--- src/rtl/cache_port_arbiter.sv ---
// Round-robin arbiter sharing the cache CPU port among NUM_REQ requesters.
// One transaction in flight: grant, enable pulse, blank cycle, wait for ready/timeout, respond.
module cache_port_arbiter #(
    parameter int NUM_REQ    = 4,
    parameter int ADDR_WIDTH = 16,
    parameter int DATA_WIDTH = 32,
    parameter int TIMEOUT    = 255,
    localparam int IDW       = (NUM_REQ > 1) ? $clog2(NUM_REQ) : 1
) (
    input  logic                          clk,
    input  logic                          rst,
    input  logic [NUM_REQ-1:0]            req_valid,
    input  logic [NUM_REQ-1:0]            req_write,
    input  logic [NUM_REQ*ADDR_WIDTH-1:0] req_addr,
    input  logic [NUM_REQ*DATA_WIDTH-1:0] req_wdata,
    output logic [NUM_REQ-1:0]            req_ready,
    output logic [NUM_REQ-1:0]            rsp_valid,
    output logic [DATA_WIDTH-1:0]         rsp_rdata,
    output logic                          rsp_err,
    output logic [ADDR_WIDTH-1:0]         cpu_address,
    output logic [DATA_WIDTH-1:0]         cpu_write_data,
    output logic                          cpu_read_enable,
    output logic                          cpu_write_enable,
    input  logic [DATA_WIDTH-1:0]         cpu_read_data,
    input  logic                          cpu_ready,
    output logic                          busy,
    output logic [IDW-1:0]                grant_id
);

    typedef enum logic [2:0] {S_IDLE, S_ISSUE, S_BLANK, S_WAIT, S_RESP} state_t;

    state_t                state_q, state_d;
    logic [IDW-1:0]        ptr_q, ptr_d;
    logic [IDW-1:0]        id_q, id_d;
    logic                  write_q, write_d;
    logic [ADDR_WIDTH-1:0] addr_q, addr_d;
    logic [DATA_WIDTH-1:0] wdata_q, wdata_d;
    logic [7:0]            cnt_q, cnt_d;
    logic [DATA_WIDTH-1:0] rdata_q, rdata_d;
    logic                  err_q, err_d;

    logic                  gnt_any;
    logic [IDW-1:0]        gnt_idx;
    logic [ADDR_WIDTH-1:0] sel_addr;
    logic [DATA_WIDTH-1:0] sel_wdata;

    // Lowest valid index overall, overridden by the lowest valid at/after the pointer.
    always_comb begin
        gnt_any = 1'b0;
        gnt_idx = '0;
        for (int i = NUM_REQ - 1; i >= 0; i--) begin
            if (req_valid[i]) begin
                gnt_any = 1'b1;
                gnt_idx = IDW'(i);
            end
        end
        for (int i = NUM_REQ - 1; i >= 0; i--) begin
            if (req_valid[i] && (IDW'(i) >= ptr_q)) gnt_idx = IDW'(i);
        end
    end

    always_comb begin
        sel_addr  = '0;
        sel_wdata = '0;
        for (int i = 0; i < NUM_REQ; i++) begin
            if (gnt_idx == IDW'(i)) begin
                sel_addr  = req_addr[i*ADDR_WIDTH +: ADDR_WIDTH];
                sel_wdata = req_wdata[i*DATA_WIDTH +: DATA_WIDTH];
            end
        end
    end

    always_comb begin
        state_d          = state_q;
        ptr_d            = ptr_q;
        id_d             = id_q;
        write_d          = write_q;
        addr_d           = addr_q;
        wdata_d          = wdata_q;
        cnt_d            = cnt_q;
        rdata_d          = rdata_q;
        err_d            = err_q;
        req_ready        = '0;
        rsp_valid        = '0;
        cpu_read_enable  = 1'b0;
        cpu_write_enable = 1'b0;
        case (state_q)
            S_IDLE: begin
                if (gnt_any) begin
                    // Gated by rst so every output reads 0 while reset is held.
                    for (int i = 0; i < NUM_REQ; i++)
                        req_ready[i] = rst && (gnt_idx == IDW'(i));
                    state_d = S_ISSUE;
                    id_d    = gnt_idx;
                    write_d = req_write[gnt_idx];
                    addr_d  = sel_addr;
                    wdata_d = sel_wdata;
                    ptr_d   = (gnt_idx == IDW'(NUM_REQ - 1)) ? '0 : gnt_idx + 1'b1;
                end
            end
            S_ISSUE: begin
                cpu_read_enable  = !write_q;
                cpu_write_enable = write_q;
                state_d          = S_BLANK;
            end
            S_BLANK: begin
                cnt_d   = '0;
                state_d = S_WAIT;
            end
            S_WAIT: begin
                if (cpu_ready) begin
                    rdata_d = write_q ? '0 : cpu_read_data;
                    err_d   = 1'b0;
                    state_d = S_RESP;
                end else if (cnt_q == 8'(TIMEOUT - 1)) begin
                    rdata_d = '0;
                    err_d   = 1'b1;
                    state_d = S_RESP;
                end else begin
                    cnt_d = cnt_q + 8'd1;
                end
            end
            S_RESP: begin
                for (int i = 0; i < NUM_REQ; i++)
                    rsp_valid[i] = (id_q == IDW'(i));
                state_d = S_IDLE;
            end
            default: state_d = S_IDLE;
        endcase
    end

    always_ff @(posedge clk or negedge rst) begin
        if (!rst) begin
            state_q <= S_IDLE;
            ptr_q   <= '0;
            id_q    <= '0;
            write_q <= 1'b0;
            addr_q  <= '0;
            wdata_q <= '0;
            cnt_q   <= '0;
            rdata_q <= '0;
            err_q   <= 1'b0;
        end else begin
            state_q <= state_d;
            ptr_q   <= ptr_d;
            id_q    <= id_d;
            write_q <= write_d;
            addr_q  <= addr_d;
            wdata_q <= wdata_d;
            cnt_q   <= cnt_d;
            rdata_q <= rdata_d;
            err_q   <= err_d;
        end
    end

    assign rsp_rdata      = rdata_q;
    assign rsp_err        = err_q;
    assign cpu_address    = addr_q;
    assign cpu_write_data = wdata_q;
    assign busy           = (state_q != S_IDLE);
    assign grant_id       = id_q;

endmodule

--- config.mk ---
export PLATFORM = sky130hd
export DESIGN_NAME = cache_port_arbiter
export DESIGN_NICKNAME = d
export VERILOG_FILES = /design/src/rtl/cache_port_arbiter.sv
export SDC_FILE = /design/constraint.sdc
export NUM_CORES = 1
export LEC_CHECK = 0
export CAP_MARGIN = 20
export CORE_UTILIZATION = 34
export DETAILED_ROUTE_END_ITERATION = 7
export PLACE_DENSITY = 0.75
export SYNTH_ARGS = -nofsm -noshare
export SYNTH_HDL_FRONTEND = slang
export SYNTH_SLANG_ARGS = --single-unit
export TNS_END_PERCENT = 50
--- constraint.sdc ---
create_clock -name clk -period 3.2 [get_ports clk]
set_clock_uncertainty 0.15 [all_clocks]
set_input_delay 0.64 -clock clk [delete_from_list [all_inputs] [get_ports clk]]
set_output_delay 0.64 -clock clk [all_outputs]
set_load 0.005 [all_outputs]
==> results.json <==
{
  "outcome": "finished, violations left",
  "violations": "DRC",
  "synth-edff-count": 0,
  "fin_crit_sh_pct": 97.0,
  "hp-class": "input pin to async pin",
  "grt_max_degree": 97,
  "synth_cells": 615,
  "path_class": "register to output pin",
  "netlist_area_um2": 5480,
  "ant_nets": 0,
  "top_usage_layer": "met2",
  "yosys.area.top_type_share_pct": 44.3,
  "rows": 46,
  "critPathCaptureType": "output pin",
  "clockRootBuffer": "clkbuf_16",
  "max_stage_delay_ns": 0.51,
  "r2r_start": "ptr_q[1]$_DFFE_PN0P_",
  "antenna_found_initial": 1,
  "path_depth": 5,
  "critPathMaxFanout": 10,
  "area_growth_pct": 71.4,
  "rsz0062_at_grt": "false",
  "holdWs_ns": 0.150,
  "tightest_slew_ns": 0.950,
  "hold_viol": 0,
  "pin_count": 329,
  "vias": 5878,
  "vias_per_cell": 5.13,
  "synth_flop_cell": "dfrtp_1",
  "clkSinkCount": 97,
  "use_met3_pct": 5.95,
  "worst_slack_ns": 0.0962,
  "cap_viol_max_count": 0,
  "crit_arrival_ns": 2.31,
  "pre_cts_ws_ns": -0.411,
  "drtPass1Iterations": 6,
  "fp.dieH_um": 129,
  "grt_pass1_wl_mm": 31.0,
  "synthDistinctLibCells": 44,
  "synth_nets": 856,
  "final_layout_size_suffix_gt1_share_pct": 6.77,
  "diodes": 0,
  "clk_pin_slew_ns": 0.07,
  "drt_iter0_markers": 306,
  "gr-usage-met2_pct": 39.9,
  "drt-wirelength-per-cell_um": 17.8,
  "n_fill_cell": 1421,
  "gr-total-overflow": 0,
  "cts_tree": "done",
  "grt_use_total_pct": 24.5,
  "cts-buffers-inserted": 9,
  "ir_drop_mv": 0.400,
  "placed_area_um2": 9060,
  "post-route-util_pct": 59.4,
  "synth_area_leaders": "dfrtp_1 (44%), a21oi_1 (8.9%), nand2_1 (7.2%), nand3b_1 (6.4%), o21a_1 (6.4%)",
  "r2r.worst_path.cells": 12,
  "start_util_pct": 34.6,
  "p_leak_uw": 0.00365,
  "path_delay_family": "simple AND/OR/NAND/NOR gates",
  "htree_levels": 3,
  "post_layout_nonfiller_instances": 1146,
  "dp_hpwl_mm": 15.1,
  "grt_use_met1_pct": 31.9,
  "yosys_warnings": 0,
  "synthArstFlopShare_pct": 100,
  "grt_pass1_vias": 5541,
  "crit_chain": "or3_1 -> nor2_4 -> buf_12 -> and3_4 -> clkdlybuf4s50_1",
  "dp_cells": 1130,
  "final_cell_mix": "clkdlybuf4s50_1 (320), nand2_1 (105), a21oi_1 (97)",
  "place_congestion": 0.883,
  "nets": 1167,
  "cp_slowest_cell": "clkdlybuf4s50_1",
  "yosys.area.top_type": "dfrtp_1",
  "p_per_area_nw_per_um2": 770,
  "layout_commonest_cell": "clkdlybuf4s50_1",
  "core_area_um2": 15800,
  "rrSetupSlack_ns": 0.37,
  "drcViolationCount": 1,
  "seq_area_frac_synth_pct": 44.3,
  "max_freq_mhz": 322,
  "cp.buffers_inverters": 2,
  "die_area_um2": 16600,
  "slew_headroom_pct": 36.6,
  "clockBufferDepth": 2,
  "synth_area_per_cell_um2": 8.92,
  "insertion_delay_ns": 0.35,
  "fin_crit_ns": 3.10,
  "final_area_um2": 9400,
  "setup_viol": 0,
  "crit_required_ns": 2.41,
  "slew_violations": 0,
  "wirelength_mm": 20.4,
  "die_x_um": 129,
  "crit-reg2reg-capture": "cpu_write_data[26]$_DFFE_PN0P_",
  "ys_ff_latch": 97,
  "worstSetupStartpointType": "register",
  "portBuffers": 328
}
## layout make-up
cell class	count	area, um2	area share (%)
clock inverters	5	63.8	0.679
inverters	6	22.5	0.240
well taps	216	270	2.88
multi-input cells	454	2850	30.3
flip-flops and latches	97	2430	25.8
clock buffers	10	239	2.54
repair buffers	358	3530	37.6
## cell usage after synthesis (2+ instances only)
cell / instances
nand4_1: 2
nor2b_1: 3
o22ai_1: 2
o211ai_1: 46
nand2b_1: 3
xor2_1: 6
clkbuf_1: 37
nor3_1: 5
and3_1: 6
and3b_1: 2
inv_1: 6
a22o_1: 32
o21a_1: 47
buf_6: 2
buf_1: 9
a221oi_1: 2
nor2_1: 13
ha_1: 6
nand2_1: 105
a311oi_1: 2
nand3b_1: 47
dfrtp_1: 97
o21ai_0: 3
nand3_1: 4
buf_2: 9
mux2i_1: 3
and2_1: 2
a21oi_1: 98
## per-stage QoR
step	setup TNS [ns]	total power [uW]
3_5_place_dp	-11.65	6120
6_report	0	7240
5_1_grt	0	7760
2_1_floorplan	0	4110
4_1_cts	-0.103	7320
3_3_place_gp	-10.53	6070
## power by group
group | internal, uW | switching [uW]
registers | 1800 | 359
clock network | 630 | 499
logic | 2210 | 1740
## logic make-up (layout without fill, tap and decap cells)
| group | Yosys count | in the layout | synth area share, % |
|---|---|---|---|
| adder cells (fa/ha/maj) | 6 | 6 | 1.37 |
| AND/OR/NAND/NOR | 200 | 200 | 18.7 |
| buffers and inverters | 64 | 379 | 4.88 |
| multiplexers | 4 | 4 | 0.753 |
| flip-flops | 97 | 97 | 44.3 |
| AO/OA/AOI/OAI | 238 | 238 | 29.1 |
| XOR/XNOR | 6 | 6 | 0.958 |
## how the worst max path moves through the flow
| stage | from | endpoint |
|---|---|---|
| after floorplan | req_valid[2] | req_ready[3] |
| after global placement | req_valid[0] | req_ready[1] |
| after detailed placement | req_valid[0] | cpu_write_data[26]$_DFFE_PN0P_ |
| after CTS | req_valid[2] | req_ready[1] |
| after global routing | state_q[2]$_DFFE_PN0P_ | req_ready[1] |
| final | state_q[2]$_DFFE_PN0P_ | req_ready[1] |
## per-layer routing
layer	vias up	part of all wire, %
li1	2841	-
met1	2813	43
met2	185	49
met3	37	5.1
met4	2	2.7
met5	-	0.054
## sequential cells by signal (all words and copies together) (netlist names)
name,cells
cpu_write_data,32
grant_id,2
ptr_q,2
write_q,1
rsp_rdata,32
cnt_q,8
rsp_err,1
state_q,3
cpu_address,16
## repair_timing
| item | 4_1_cts | 5_1_grt |
|---|---|---|
| setup buffers | 0 | 0 |
| pin swaps | 0 | 1 |
| hold endpoints to repair | 6 | 0 |
| hold buffers | 1 | 0 |
| setup endpoints to repair | 13 | 21 |
| gates resized for setup | 13 | 9 |
Note: power is estimated with default switching activity, not from simulation.
